<file path="config.mk">
export PLATFORM = sky130hd
export DESIGN_NAME = fetch_controller
export DESIGN_NICKNAME = d
export VERILOG_FILES = /design/src/rtl/fetch_pkg.sv /design/src/rtl/fetch_queue.sv /design/src/rtl/fetch_controller.sv
export SDC_FILE = /design/constraint.sdc
export NUM_CORES = 1
export LEC_CHECK = 0
export CORE_ASPECT_RATIO = 0.5
export CORE_MARGIN = 5
export CORE_UTILIZATION = 30
export CTS_CLUSTER_SIZE = 28
export DETAILED_ROUTE_END_ITERATION = 10
export DONT_BUFFER_PORTS = 1
export REMOVE_ABC_BUFFERS = 1
export SYNTH_ARGS = -nofsm -noshare
export SYNTH_HDL_FRONTEND = slang
export SYNTH_SLANG_ARGS = --single-unit
</file>
<file path="constraint.sdc">
create_clock -name clk -period 2.2 [get_ports clk]
set_clock_uncertainty 0.2 [all_clocks]
set_input_delay 0.44 -clock clk [delete_from_list [all_inputs] [get_ports clk]]
set_output_delay 0.44 -clock clk [all_outputs]
set_load 0.005 [all_outputs]
</file>
<file path="src/rtl/fetch_pkg.sv">
// Shared types and helpers for the instruction-fetch sequencer.
package fetch_pkg;

  typedef enum logic [0:0] {
    RUN  = 1'b0,
    HALT = 1'b1
  } fetch_state_t;

  typedef struct packed {
    logic [31:0] pc;
    logic [31:0] instr;
  } fetch_entry_t;

  localparam int FETCH_QDEPTH = 2;

  // A fetch address is usable only when word aligned and inside the memory.
  function automatic logic fetch_addr_ok(input logic [31:0] addr, input int unsigned words);
    return (addr[1:0] == 2'b00) && ({2'b00, addr[31:2]} < words);
  endfunction

endpackage

</file>
<file path="src/rtl/fetch_queue.sv">
// Two-entry flushable FIFO of fetched {pc, instr} pairs; entry0 is always the head.
module fetch_queue
  import fetch_pkg::*;
(
  input  logic         clk,
  input  logic         rst_n,
  input  logic         push_i,
  input  logic         pop_i,
  input  logic         flush_i,
  input  fetch_entry_t push_entry_i,
  output fetch_entry_t head_o,
  output logic [1:0]   count_o,
  output logic         empty_o
);

  fetch_entry_t entry0_q, entry0_d;
  fetch_entry_t entry1_q, entry1_d;
  logic [1:0]   count_q, count_d;
  logic         push_ok;
  logic         pop_ok;

  assign pop_ok  = pop_i & (count_q != 2'd0);
  assign push_ok = push_i & ((count_q < 2'(FETCH_QDEPTH)) | pop_ok);

  always_comb begin
    entry0_d = entry0_q;
    entry1_d = entry1_q;
    count_d  = count_q;
    if (flush_i) begin
      count_d = 2'd0;
    end else begin
      case ({push_ok, pop_ok})
        2'b10: begin
          if (count_q == 2'd0) entry0_d = push_entry_i;
          else                 entry1_d = push_entry_i;
          count_d = count_q + 2'd1;
        end
        2'b01: begin
          entry0_d = entry1_q;
          count_d  = count_q - 2'd1;
        end
        // Simultaneous push/pop keeps the count; a full queue shifts the tail forward.
        2'b11: begin
          if (count_q == 2'd2) begin
            entry0_d = entry1_q;
            entry1_d = push_entry_i;
          end else begin
            entry0_d = push_entry_i;
          end
        end
        default: begin
          count_d = count_q;
        end
      endcase
    end
  end

  always_ff @(posedge clk or negedge rst_n) begin
    if (!rst_n) begin
      entry0_q <= '0;
      entry1_q <= '0;
      count_q  <= 2'd0;
    end else begin
      entry0_q <= entry0_d;
      entry1_q <= entry1_d;
      count_q  <= count_d;
    end
  end

  assign empty_o = (count_q == 2'd0);
  assign count_o = count_q;
  assign head_o  = empty_o ? '0 : entry0_q;

endmodule

</file>
<file path="src/rtl/fetch_controller.sv">
// Instruction-fetch sequencer: owns the PC, drives the imem read port and feeds
// decode from a two-entry queue, with stall, redirect and fetch-fault handling.
module fetch_controller
  import fetch_pkg::*;
#(
  parameter logic [31:0] RESET_PC   = 32'h0000_0000,
  parameter int unsigned IMEM_WORDS = 64
) (
  input  logic        clk,
  input  logic        rst_n,
  output logic [31:0] ImemAddr,
  input  logic [31:0] ImemData,
  input  logic        Stall,
  input  logic        Redirect,
  input  logic [31:0] RedirectPc,
  output logic        ValidOut,
  input  logic        ReadyIn,
  output logic [31:0] PcOut,
  output logic [31:0] InstrOut,
  output logic        Fault
);

  fetch_state_t state_q;
  logic [31:0]  pc_q;
  logic         fault_q;

  fetch_entry_t head;
  fetch_entry_t push_entry;
  logic [1:0]   q_count;
  logic         q_empty;
  logic         in_range;
  logic         redirect_ok;
  logic         pop;
  logic         push;

  assign in_range    = fetch_addr_ok(pc_q, IMEM_WORDS);
  assign redirect_ok = fetch_addr_ok(RedirectPc, IMEM_WORDS);

  // Redirect outranks everything, including a pending handshake.
  assign pop  = ValidOut & ReadyIn & ~Stall & ~Redirect;
  assign push = (state_q == RUN) & ~Redirect & ~Stall & in_range &
                ((q_count < 2'(FETCH_QDEPTH)) | pop);

  assign push_entry = '{pc: pc_q, instr: ImemData};

  fetch_queue u_queue (
    .clk          (clk),
    .rst_n        (rst_n),
    .push_i       (push),
    .pop_i        (pop),
    .flush_i      (Redirect),
    .push_entry_i (push_entry),
    .head_o       (head),
    .count_o      (q_count),
    .empty_o      (q_empty)
  );

  always_ff @(posedge clk or negedge rst_n) begin
    if (!rst_n) begin
      state_q <= RUN;
      pc_q    <= RESET_PC;
      fault_q <= 1'b0;
    end else if (Redirect) begin
      pc_q    <= RedirectPc;
      state_q <= redirect_ok ? RUN : HALT;
      fault_q <= ~redirect_ok;
    end else if (!Stall) begin
      case (state_q)
        RUN: begin
          if (!in_range) begin
            state_q <= HALT;
            fault_q <= 1'b1;
          end else if (push) begin
            pc_q <= pc_q + 32'd4;
          end
        end
        HALT:    pc_q <= pc_q;
        default: state_q <= HALT;
      endcase
    end
  end

  assign ImemAddr = pc_q;
  assign ValidOut = ~q_empty;
  assign PcOut    = head.pc;
  assign InstrOut = head.instr;
  assign Fault    = fault_q;

endmodule

</file>
==> results_dict.tcl, run 1 <==
set metrics [dict create \
    drtIter0Drc 470 \
    cts.clk_slew.worst_paths_ns 0.07 \
    syn_to_final_growth_pct 42.1 \
    start_util_pct 30.5 \
    ys_seq_area_share_pct 55.8 \
    ys_async_sr_fraction_pct 100 \
    place_inst 921 \
    end_kind "flip-flop" \
    drive_gt1_share_pct 35.3 \
    worst_pin_slew_ns 0.354 \
    final_common_cell "dfrtp_1" \
    firstDrtPassIters 4 \
    rsz0062_at_grt "yes" \
    finalNetCount 803 \
    hold_ws_ns -0.499 \
    fin_crit_ns 2.37 \
    die_h_microns 121 \
    num_vias 5238 \
    synth_warnings 0 \
    detailed_place_hpwl_microns 11600 \
    place.port_buffers 0 \
    leakage_nw 4.51 \
    final_hold_viol_count 164 \
    status "complete, but fails checks" \
    max_cap_violations 0 \
    violations "negative hold slack, negative setup slack" \
    vias_per_cell 4.84 \
    hp-class "in -> async" \
    layout_common_cells "dfrtp_1 (164), dlygate4sd3_1 (94), buf_4 (44)" \
    dp_slack_ns -0.131 \
    start_kind "flip-flop" \
    avgSynthCellArea_sq_um 12.7 \
    overflow 0 \
    worst_r2r_path_depth 10 \
    antenna_found_initial 0 \
    rr_startpoint "ImemAddr[11]$_DFFE_PN0P_" \
    fin_crit_sh_pct 108 \
    ir_drop_mv 0.589 \
    wl_microns 21200 \
    cts_tree "built" \
    pwr_density_cell_mw_per_mm2 653 \
    synth_edf_count 0 \
    fin_cells 1083 \
    clockBufferDepth 2 \
    path_class "reg -> reg" \
    slew_headroom_pct 76.2 \
    die_x_microns 231 \
    fmax_mhz 421 \
    worstPathArrival_ns 2.52 \
    wl_per_cell_microns 19.5 \
    die_area_sq_mm 0.0279 \
    setup_ws_ns -0.174 \
    gp_congestion 0.766 \
    drc 0 \
    root_buffer "clkbuf_16" \
    yosys.cell_types.count 47 \
    numCtsBuffers 17 \
    ys.flop_type "dfrtp_1" \
    grt_usage_pct 13.9 \
    final_util_pct 43.4 \
    crit_start "ImemAddr[11]$_DFFE_PN0P_" \
    multi_input_area_sq_mm 0.00333 \
    cp.required_ns 2.35 \
    core_area_sq_mm 0.0241 \
    synthCells 578 \
    regArea_sq_mm 0.00410 \
    grt_first_pass_wirelength_microns 30800 \
    cts_sinks 164 \
    grt_pass1_vias 5406 \
    io_pins 167 \
    yosysTopAreaCellShare_pct 55.8 \
    num_rows 40 \
    fillCellCount 2141 \
    setup_viol 123 \
    cp_max_fo 5 \
    netlist_area_sq_mm 0.00735 \
    ctsHtreeMaxLevel 4 \
    synth_top_cell_by_area "dfrtp_1" \
    ys_ff_latch 164 \
    grt_max_degree 165 \
    drv_slew 0 \
    antenna_left 0 \
    synthTopCellsByArea "dfrtp_1 (56%), mux2_4 (6.1%), and2_1 (5.4%)" \
    clock_latency_ns 0.43 \
    r2r_slack_ns -0.17 \
]
-- layer usage --
metal	vias to the layer above	track usage [%]	part of all wire (%)
met2	119	24.3	52
met1	2717	16.5	41
met5	-	0	0
met4	0	6.64	3.9
li1	2360	-	-
met3	42	2.75	3.4
-- report_power, final --
part           leakage, nW  internal [mW]  switching [mW]
sequential            2.19           3.11          0.0953
clock                0.301           1.77            1.38
combinational         2.02          0.310           0.159
-- Yosys cell counts, types with 4 or more instances --
cell,instances
nor4_4,6
mux2i_1,38
nor4_1,6
and2_1,64
mux2_2,32
clkbuf_1,20
a21oi_1,40
buf_2,10
mux2_4,30
nand3_1,5
nor3_1,5
nand2_1,5
nor2_1,51
nor2b_1,26
a32o_1,26
mux2_1,4
dfrtp_1,164
buf_12,4
-- metrics by stage --
step	TNS, ns	power [mW]	hold WS [ns]	instance area (sq um)
final	-11.58	6.82	-0.499	10400
after detailed placement	-9.48	3.52	-0.0526	7990
after CTS	-9.31	6.87	-0.524	9740
after floorplan	-194.80	3.38	-0.0556	7100
after global placement	-6.16	3.51	-0.0521	7990
after global routing	-21.92	7.08	-0.531	10400
-- state kept, by name, summed over array words and instances, names as in the netlist --
name / cells
u_queue.count_o: 2
Fault: 1
state_q: 1
u_queue.entry0_q: 64
u_queue.entry1_q: 64
ImemAddr: 32
-- what timing repair did --
| action | CTS | global route |
|---|---|---|
| endpoints found under the setup margin | 190 | 175 |
| hold buffers | 91 | 3 |
| gates resized for setup | 22 | 99 |
| pin swaps | 6 | 30 |
| setup buffers | 10 | 9 |
| cloned | 3 | 13 |
| hold endpoints to repair | 232 | 167 |
-- worst paths after layout --
kind / endpoint
min in group clk: u_queue.entry0_q[19]$_DFFE_PN0P_
max reg2reg: u_queue.entry0_q[16]$_DFFE_PN0P_
min: ImemAddr[3]$_DFFE_PN0P_
max: u_queue.entry0_q[16]$_DFFE_PN0P_
min reg2reg: u_queue.entry0_q[47]$_DFFE_PN0P_
max in group asynchronous: u_queue.entry0_q[50]$_DFFE_PN0P_
-- worst max-delay path, cell delays in order, from the launching register on --
cell and delay [ns]:
dfrtp_1 0.42, nor4_4 0.40, nand4_4 0.14, buf_6 0.17, buf_12 0.12, o41ai_4 0.21
buf_6 0.18, buf_6 0.14, clkbuf_16 0.16, nor2_1 0.04, a21oi_1 0.12
-- logic make-up after synthesis --
group                    after synthesis  share of synthesized area, %
multiplexers                         104                          16.8
AO/OA/AOI/OAI                         79                          7.83
XOR/XNOR                               3                         0.357
buffers and inverters                 43                          3.56
adder cells (fa/ha/maj)                1                         0.170
AND/OR/NAND/NOR                      184                          15.5
flip-flops                           164                          55.8
-- layout make-up --
| type | instances | area share, % |
|---|---|---|
| antenna | 1 | 0.0239 |
| clock buffer | 18 | 4.20 |
| clock inverter | 14 | 1.72 |
| inverter | 3 | 0.108 |
| multi-input combinational | 371 | 31.9 |
| sequential | 164 | 39.3 |
| tap | 336 | 4.02 |
| timing repair buffer | 176 | 18.8 |
Power figures use the tool's default switching activity.
==> run 2: changes to the inputs <==
--- a/config.mk
+++ b/config.mk
@@ -10,3 +10,3 @@
 export CORE_UTILIZATION = 30
-export CTS_CLUSTER_SIZE = 28
+export CTS_CLUSTER_SIZE = 25
 export DETAILED_ROUTE_END_ITERATION = 10
==> constraint.sdc (replaced) <==
create_clock -name clk -period 2.2 [get_ports clk]
set_clock_uncertainty 0.2 [all_clocks]
set_input_delay 0.33 -clock clk [delete_from_list [all_inputs] [get_ports clk]]
set_output_delay 0.33 -clock clk [all_outputs]
set_load 0.005 [all_outputs]
==> results_dict.tcl, run 2 (synthesis gave the netlist of run 1 again) <==
set metrics [dict create \
    total_power_mw 6.76 \
    crit_top_cell "buf_6" \
    num_rows 40 \
    vias_per_cell 4.74 \
    overflow 0 \
    final_hold_viol_count 164 \
    die_h_microns 121 \
    drc 0 \
    cp_cell_sequence "nor4_4 -> nand4_4 -> buf_6 -> o41ai_4 -> buf_6 -> buf_12 -> clkbuf_16 -> nor2_2 -> a21oi_1" \
    die_x_microns 231 \
    core_area_sq_mm 0.0241 \
    cp_max_fo 7 \
    fmax_mhz 424 \
    path_class "reg -> reg" \
    crit_buf_inv 4 \
    max_cap_violations 0 \
    grt_max_degree 165 \
    finalNetCount 772 \
    layout_common_cells "dfrtp_1 (164), dlygate4sd3_1 (67), and2_1 (64)" \
    critPathMaxStageDelay_ns 0.44 \
    fin_crit_sh_pct 107 \
    place.port_buffers 0 \
    drtIter0Drc 304 \
    fillCellCount 2174 \
    fin_crit_ns 2.36 \
    end_kind "flip-flop" \
    worst_pin_slew_ns 0.414 \
    numCtsBuffers 17 \
    drv_slew 0 \
    setup_ws_ns -0.160 \
    gp_congestion 0.770 \
    violations "negative hold slack, negative setup slack" \
    grt_usage_pct 13.5 \
    place_inst 919 \
    leakage_nw 4.40 \
    die_area_sq_mm 0.0279 \
    firstDrtPassIters 4 \
    io_pins 167 \
    wl_microns 20400 \
    grt_first_pass_wirelength_microns 29900 \
    final_common_cell "dfrtp_1" \
    dpl_cell_area_sq_mm 0.00798 \
    worstPathArrival_ns 2.51 \
    cts_sinks 164 \
    path_delay_family "buffers and inverters" \
    cts.clk_slew.worst_paths_ns 0.07 \
    root_buffer "clkbuf_16" \
    drive_gt1_share_pct 32.7 \
    dp_slack_ns -0.111 \
    pwr_density_cell_mw_per_mm2 661 \
    syn_to_final_growth_pct 39.1 \
    hp-class "in -> async" \
    post-route-cell-area_sq_mm 0.0102 \
    clock_latency_ns 0.43 \
    clockBufferDepth 2 \
    start_kind "flip-flop" \
    antenna_found_initial 0 \
    setup_viol 105 \
    rsz0062_at_grt "yes" \
    grt_pass1_vias 5303 \
    num_vias 4982 \
    fin_cells 1052 \
    cts_tree "built" \
    cts_hold_buf 68 \
    start_util_pct 30.5 \
    ir_drop_mv 0.496 \
    slew_headroom_pct 72.2 \
    wl_per_cell_microns 19.4 \
    cp.required_ns 2.35 \
    crit_path_top_delay_cell "dfrtp_1" \
    detailed_place_hpwl_microns 11500 \
    antenna_left 0 \
    hold_ws_ns -0.613 \
    status "complete, but fails checks" \
    ctsHtreeMaxLevel 4 \
]
run 2: cell count changes in the layout (fill, tap and decap cells not counted), sizes merged:
cell | previous run | this run
inv | 13 | 10
clkinv | 0 | 7
clkinvlp | 2 | 0
bufinv | 2 | 1
dlygate4sd3 | 94 | 67
buf | 74 | 69
run 2: routing by layer:
| metal | part of all wire, % | GRT usage (%) | vias up |
|---|---|---|---|
| li1 | - | - | 2291 |
| met1 | 42 | 16.3 | 2583 |
| met2 | 53 | 24.1 | 79 |
| met3 | 2.6 | 2.53 | 29 |
| met4 | 2.3 | 5.16 | 0 |
| met5 | 0 | 0 | - |
run 2: through the flow:
| stage | utilization, % | TNS, ns |
|---|---|---|
| finish | 42.5 | -11.58 |
| global route | 42.5 | -18.32 |
| CTS | 39.7 | -8.44 |
| detailed placement | 33.1 | -6.99 |
| global placement | 33.1 | -6.28 |
| floorplan | - | -184.79 |
run 2: worst paths after layout:
path	cells after the start	slack, ns	end	start
worst max-delay path	9	-0.16	u_queue.entry0_q[2]$_DFFE_PN0P_	ImemAddr[19]$_DFFE_PN0P_
worst min-delay path	0	-0.61	ImemAddr[7]$_DFFE_PN0P_	rst_n
worst max register to register	9	-0.16	u_queue.entry0_q[2]$_DFFE_PN0P_	ImemAddr[19]$_DFFE_PN0P_
worst min register to register	1	0.29	u_queue.entry1_q[36]$_DFFE_PN0P_	u_queue.entry1_q[36]$_DFFE_PN0P_
max in group asynchronous	0	2.03	ImemAddr[1]$_DFFE_PN0P_	rst_n
min in group clk	2	0.01	ImemAddr[4]$_DFFE_PN0P_	Redirect
run 2: final cells by class:
type | count | area (sq um) | area share, %
tap | 336 | 420 | 4.11
antenna | 1 | 2.50 | 0.0245
clock inverter | 15 | 205 | 2.01
multi-input combinational | 371 | 3320 | 32.5
timing repair buffer | 145 | 1730 | 17.0
inverter | 3 | 11.3 | 0.110
sequential | 164 | 4100 | 40.1
clock buffer | 17 | 425 | 4.16
run 2: report_power, final:
| group | total, mW | internal, mW | switching, mW |
|---|---|---|---|
| Clock | 3.13 | 1.66 | 1.47 |
| Combinational | 0.419 | 0.255 | 0.164 |
| Sequential | 3.21 | 3.11 | 0.0998 |
| Total | 6.76 | 5.02 | 1.74 |
run 2: repair_timing:
| item | in CTS | in global routing |
|---|---|---|
| pin swaps | 6 | 32 |
| buffers inserted | 8 | 8 |
| setup endpoints to repair | 185 | 184 |
| cloned | 5 | 11 |
| hold endpoints to repair | 264 | 164 |
| gates resized for setup | 20 | 82 |
